`src/rtl/bp_be_fe_queue_rollback.sv`:
```
// FE-to-BE instruction queue with speculative issue, in-order commit and rollback.
// Three pointers: write (wptr), speculative issue (rptr), commit (cptr).
module bp_be_fe_queue_rollback #(
    parameter int els_p   = 8,
    parameter int width_p = 128
) (
    input  logic                       clk_i,
    input  logic                       reset_i,
    input  logic [width_p-1:0]         data_i,
    input  logic                       v_i,
    output logic                       ready_o,
    output logic [width_p-1:0]         data_o,
    output logic                       v_o,
    input  logic                       yumi_i,
    input  logic                       deq_i,
    input  logic                       roll_i,
    input  logic                       clr_i,
    output logic [$clog2(els_p+1)-1:0] count_o,
    output logic [$clog2(els_p+1)-1:0] spec_count_o
);

    localparam int idx_w = $clog2(els_p);
    localparam int ptr_w = idx_w + 1;
    localparam int cnt_w = $clog2(els_p + 1);

    logic [width_p-1:0] r_mem [els_p];
    logic [ptr_w-1:0]   r_wptr;
    logic [ptr_w-1:0]   r_rptr;
    logic [ptr_w-1:0]   r_cptr;

    logic [ptr_w-1:0]   w_count;
    logic [ptr_w-1:0]   w_spec;
    logic               w_full;
    logic               w_enq;

    // The wrap bit makes wptr-cptr reach els_p when full instead of aliasing to 0.
    assign w_count      = r_wptr - r_cptr;
    assign w_spec       = r_rptr - r_cptr;
    assign w_full       = (w_count == ptr_w'(els_p));
    assign w_enq        = v_i & ~w_full & ~clr_i;

    assign ready_o      = ~w_full;
    assign v_o          = (r_rptr != r_wptr);
    assign data_o       = r_mem[r_rptr[idx_w-1:0]];
    assign count_o      = cnt_w'(w_count);
    assign spec_count_o = cnt_w'(w_spec);

    always_ff @(posedge clk_i) begin
        if (w_enq) begin
            r_mem[r_wptr[idx_w-1:0]] <= data_i;
        end
    end

    // Priority is clr over roll over issue; a roll with deq rewinds past the retired entry.
    always_ff @(posedge clk_i or posedge reset_i) begin
        if (reset_i) begin
            r_wptr <= '0;
            r_rptr <= '0;
            r_cptr <= '0;
        end else if (clr_i) begin
            r_wptr <= '0;
            r_rptr <= '0;
            r_cptr <= '0;
        end else begin
            if (w_enq) begin
                r_wptr <= r_wptr + 1'b1;
            end
            if (roll_i) begin
                if (deq_i) begin
                    r_cptr <= r_cptr + 1'b1;
                    r_rptr <= r_cptr + 1'b1;
                end else begin
                    r_rptr <= r_cptr;
                end
            end else begin
                if (yumi_i) begin
                    r_rptr <= r_rptr + 1'b1;
                end
                if (deq_i) begin
                    r_cptr <= r_cptr + 1'b1;
                end
            end
        end
    end

    a_yumi_needs_valid: assert property (@(posedge clk_i) disable iff (reset_i)
        !(yumi_i && !v_o));
    a_deq_needs_issued: assert property (@(posedge clk_i) disable iff (reset_i)
        !(deq_i && (w_spec == '0)));

endmodule

```
`config.mk`:
```
export PLATFORM = sky130hd
export DESIGN_NAME = bp_be_fe_queue_rollback
export DESIGN_NICKNAME = d
export VERILOG_FILES = /design/src/rtl/bp_be_fe_queue_rollback.sv
export SDC_FILE = /design/constraint.sdc
export NUM_CORES = 1
export LEC_CHECK = 0
export ABC_AREA = 1
export BUFFER_PORTS_ARGS = -buffer_cell sky130_fd_sc_hd__buf_4
export CORE_ASPECT_RATIO = 0.75
export CORE_UTILIZATION = 55
export DETAILED_ROUTE_END_ITERATION = 10
export GPL_TIMING_DRIVEN = 0
export PLACE_DENSITY_LB_ADDON = 0.3
export SLEW_MARGIN = 10
export SYNTH_ARGS = -nofsm -noshare
export SYNTH_HDL_FRONTEND = slang
export SYNTH_SLANG_ARGS = --single-unit
```
`constraint.sdc`:
```
create_clock -name clk_i -period 11.8 [get_ports clk_i]
set_input_delay 2.95 -clock clk_i [delete_from_list [all_inputs] [get_ports clk_i]]
set_output_delay 2.95 -clock clk_i [all_outputs]
set_load 0.02 [all_outputs]
```
Word-level counts from Yosys, hierarchy flattened
Memory sizes are Yosys's and may differ from the RTL's.
Index checks and enable logic that the tools add are counted.
{"block": "totals", "regBits": 12, "ram_bits": 1024, "in_bits": 135, "out_inout_bits": 138, "word_cells": 26, "memories": 1}
{"block": "op_classes", "n_addsub": 5, "n_eq_ne": 2, "n_mux": 9, "bitwise": 4, "n_reduce_logical": 2}
{"name": "r_mem", "depth": 8, "word_bits": 128, "rd": 1, "rd_ports_with_merged_regs": 0, "wr": 1, "line_no": "26", "source": "logic [width_p-1:0] r_mem [els_p];"}
{"operator": "$mux W4", "n": 7}
{"operator": "$add A4 B1 Y4 const B", "n": 3}
{"operator": "$sub A4 B4 Y4", "n": 2}
{"operator": "$eq A4 B4 Y1 const B", "n": 1}
{"operator": "$ne A4 B4 Y1", "n": 1}
{"operator": "$reduce_bool A3 Y1", "n": 1}
{"operator": "$and A1 B1 Y1", "n": 2}
{"operator": "$mux W1", "n": 2}
{"operator": "$not A1 Y1", "n": 2}
{"operator": "$reduce_bool A2 Y1", "n": 1}

Logic depth before layout (Yosys ltp)
{"block": "depth", "word_depth": 7, "ltp_mapped": 13, "depth_no_buf": 12}

Worst setup path after synthesis
No wires, ideal clock.
{"block": "synth_timing", "path_kind": "input to register", "startpoint": "input port clr_i", "endpoint": "memory r_mem[0][0], enable pin", "setup_ns": 0.617, "arrival_ns": 8.674, "required_time_ns": 11.183, "setup_slack_ns": 2.509, "stages": 3, "path_buffers": 0, "path_cell_list": "clkinv_1 -> nand3_1 -> nor2_1"}
{"block": "synth_between", "elab_chain_cells": 4}
{"element": "from (decl)", "line_no": "17", "source": "input logic clr_i,"}
{"element": "$not A1 Y1", "line_no": "40", "source": "assign w_enq = v_i & ~w_full & ~clr_i;"}
{"element": "$and A1 B1 Y1", "line_no": "40"}
{"element": "$mux W1", "line_no": "49", "source": "if (w_enq) begin"}
{"element": "$mux W1 (not written as such)", "line_no": "50", "source": "r_mem[r_wptr[idx_w-1:0]] <= data_i;"}
{"element": "to (decl)", "line_no": "26"}
Every way passes these cells.

Worst setup path after layout
{"block": "layout_timing", "startpoint": "register r_rptr[2]", "endpoint": "output port data_o[54]"}
{"block": "layout_between", "elab_chain_cells": 1}
{"element": "from (decl)", "line_no": "28", "source": "logic [ptr_w-1:0] r_rptr;"}
{"element": "from (signal assigned)", "line_no": "71", "source": "r_rptr <= r_cptr + 1'b1;"}
{"element": "from (signal assigned)", "line_no": "73", "source": "r_rptr <= r_cptr;"}
{"element": "from (signal assigned)", "line_no": "77", "source": "r_rptr <= r_rptr + 1'b1;"}
{"element": "$mem_v2 Z8 W128"}
{"element": "to (decl)", "line_no": "12", "source": "output logic [width_p-1:0] data_o,"}
Every way passes these cells.

==> reports/results.ini <==
[outcome]
outcome=complete, no violations

[synth]
synth_top_cell_by_area=edfxtp_1
ys_ff_latch=1036
yosysWarningCount=0
synth_common_cells=edfxtp_1 (1024), nor2_1 (531), nand2_1 (410)
syn_avg_cell_area_sq_um=13.3
synth_most_common_cell=edfxtp_1
async_flop_share_pct=1.16
synth.area.top_cells=edfxtp_1 (76%), o21ai_0 (5.0%), nor2_1 (5.0%)
synthCells=3030
synthesis.area_sq_um=40300
yosys.area.top_type_share_pct=76.4
synth_ff_type=edfxtp_1
synth_edf_count=1024
ys_types=28
syn_nets=3176
yosysSeqAreaShare_pct=77.1

[global_route]
grt_max_degree=28
overflow=0
grt_pass1_vias=25400
antenna_found_initial=14
track_usage_pct=28.3
grt_pass1_wl_um=156000

[timing]
setup_violations=0
setup_tns_ps=0
max_slew_margin_pct=7.02
finalHoldViolCount=0
fin_skew_ps=13.4
slew_violations=0
min_period_over_period_pct=54.6
rsz0062_at_grt=false
hold_ws_ps=587
worst_slew_pin_slew_ps=1390
fmax_mhz=155
period_needed_ps=6440

[route]
wl_met3_um=11000
ant_nets=0
drt_wl_total_um=106000
routed.top_layer=met5
vias=26600
wl_per_cell_um=23.7
vias_per_cell=5.94
first_pass_iters=5
drcViolationCount=0
met1_length_um=43900
dr_wl_met2_um=47900
drtIter0Drc=3529

[critical_path]
arrival_ps=3490
end_kind=output pin
slowest_stage=clkbuf_1
cp_common_cell=nand2_1
start_kind=register
path_max_fanout=10
cp.required_ps=8850
crit_chain=buf_2 > inv_1 > clkbuf_1 > buf_1 > nand2_1 > nand2_1 > buf_4
cpPeakStageDelay_ps=1020
crit_type=register to output pin

[clock_tree]
post_cts_buffers=0
cts_max_level=3
path_clk_slew_ps=70
insertion_delay_ps=670
clk_path_buf_depth=3
cts.sinks=1036
cts_tree=done
cts_root_buffer=clkbuf_16
numCtsBuffers=96
cts_resized=0
ctsHoldBuffers=0

[job]
drv_cap=0

[cells_and_area]
fin_area_sq_um=47700
final_cells=4484
final_nets=3588
drive_gt1_share_pct=15.4
areaGrowthSynthToFinish_pct=18.4

[placement]
dp_hpwl_um=66400
place_area_sq_um=44500
placed_cells=4301
port_buffers=271
gp_congestion=0.795

[die]
fp.dieArea_sq_um=74300
num_io_pins=273
rows=85
die_width_um=314
die_y_um=236
fp.coreArea_sq_um=72100
start_util_pct=55.8

[worst_hold_path]
hold_path.class=register to register

[pwr]
leakage_nw=16.6
ir_worst_vdd_v=0.000121
power_per_cell_area_nw_per_um2=180

==> final cells by class <==
cell class | instances | area, sq um
Sequential cell | 1036 | 31000
Fill cell | 5057 | 24400
Multi-Input combinational cell | 1769 | 8210
Timing Repair Buffer | 314 | 2950
Clock buffer | 113 | 2510
Tap cell | 957 | 1200
Buffer | 204 | 972
Clock inverter | 64 | 691
Inverter | 21 | 80.1
Antenna cell | 6 | 15.0
==> path summary, 6_finish.rpt <==
check	startpoint	endpoint	slack (ps)	cells after the start
min reg2reg	r_wptr[3]$_DFFE_PP0P_	r_wptr[3]$_DFFE_PP0P_	590	2
min	r_wptr[3]$_DFFE_PP0P_	r_wptr[3]$_DFFE_PP0P_	590	2
max in group asynchronous	reset_i	r_cptr[3]$_DFF_PP0_	9140	2
min in group asynchronous	reset_i	r_wptr[0]$_DFFE_PP0P_	2320	2
max	r_rptr[2]$_DFFE_PP0P_	data_o[54]	5360	7
max reg2reg	r_wptr[0]$_DFFE_PP0P_	r_mem[2][69]$_DFFE_PP_	7050	16
==> kinds of logic after synthesis <==
kind of cell | synth area share [%]
buffers and inverters | 2.61
flip-flops | 77.1
adder cells (fa/ha/maj) | 0.379
XOR/XNOR | 0.261
AO/OA/AOI/OAI | 10.5
AND/OR/NAND/NOR | 9.11
==> power breakdown <==
part	total (mW)	leakage, nW	internal (mW)	switching [mW]
Combinational	1.27	5.58	0.406	0.862
Sequential	4.15	9.41	4.13	0.0196
Clock	3.17	1.56	1.81	1.35
==> critical path, delay by kind of cell, from the launching register on <==
kind	cells	cell delay, ps
and+or+nand+nor	2	350
buffers and inverters	5	2050
DFF	1	400
==> through the flow <==
step	worst slack [ps]	utilization, %	total power [mW]
after floorplan	2510	-	4.92
after global placement	-2690	60.3	5.46
after detailed placement	5820	61.7	5.48
after CTS	5450	66.1	8.59
after global routing	5330	66.1	8.84
final	5360	66.1	8.58
==> routing by layer <==
metal | global-route usage [%] | vias to the layer above
met5 | 0 | -
met3 | 6.35 | 201
met1 | 41.2 | 12900
li1 | - | 11900
met4 | 9.64 | 16
met2 | 42.5 | 1529
==> flip-flops by register name, indices dropped and copies added, names as in the netlist <==
signal	cells
r_mem	1024
r_cptr	4
r_rptr	4
r_wptr	4
==> cell usage in the layout, fill, tap and decap left out, drive strengths merged, types with 2 or more instances in the layout <==
master	instances
clkbuf	242
inv	23
o22ai	257
buf	389
diode	6
clkinvlp	4
o211ai	2
xnor2	7
edfxtp	1024
nand3	17
nand2	410
xor2	5
nor2	531
o21ai	517
fa	2
a21oi	4
bufinv	13
dfrtp	12
nand4	5
ha	9
clkinv	45
(Power assumes the default switching activity.)
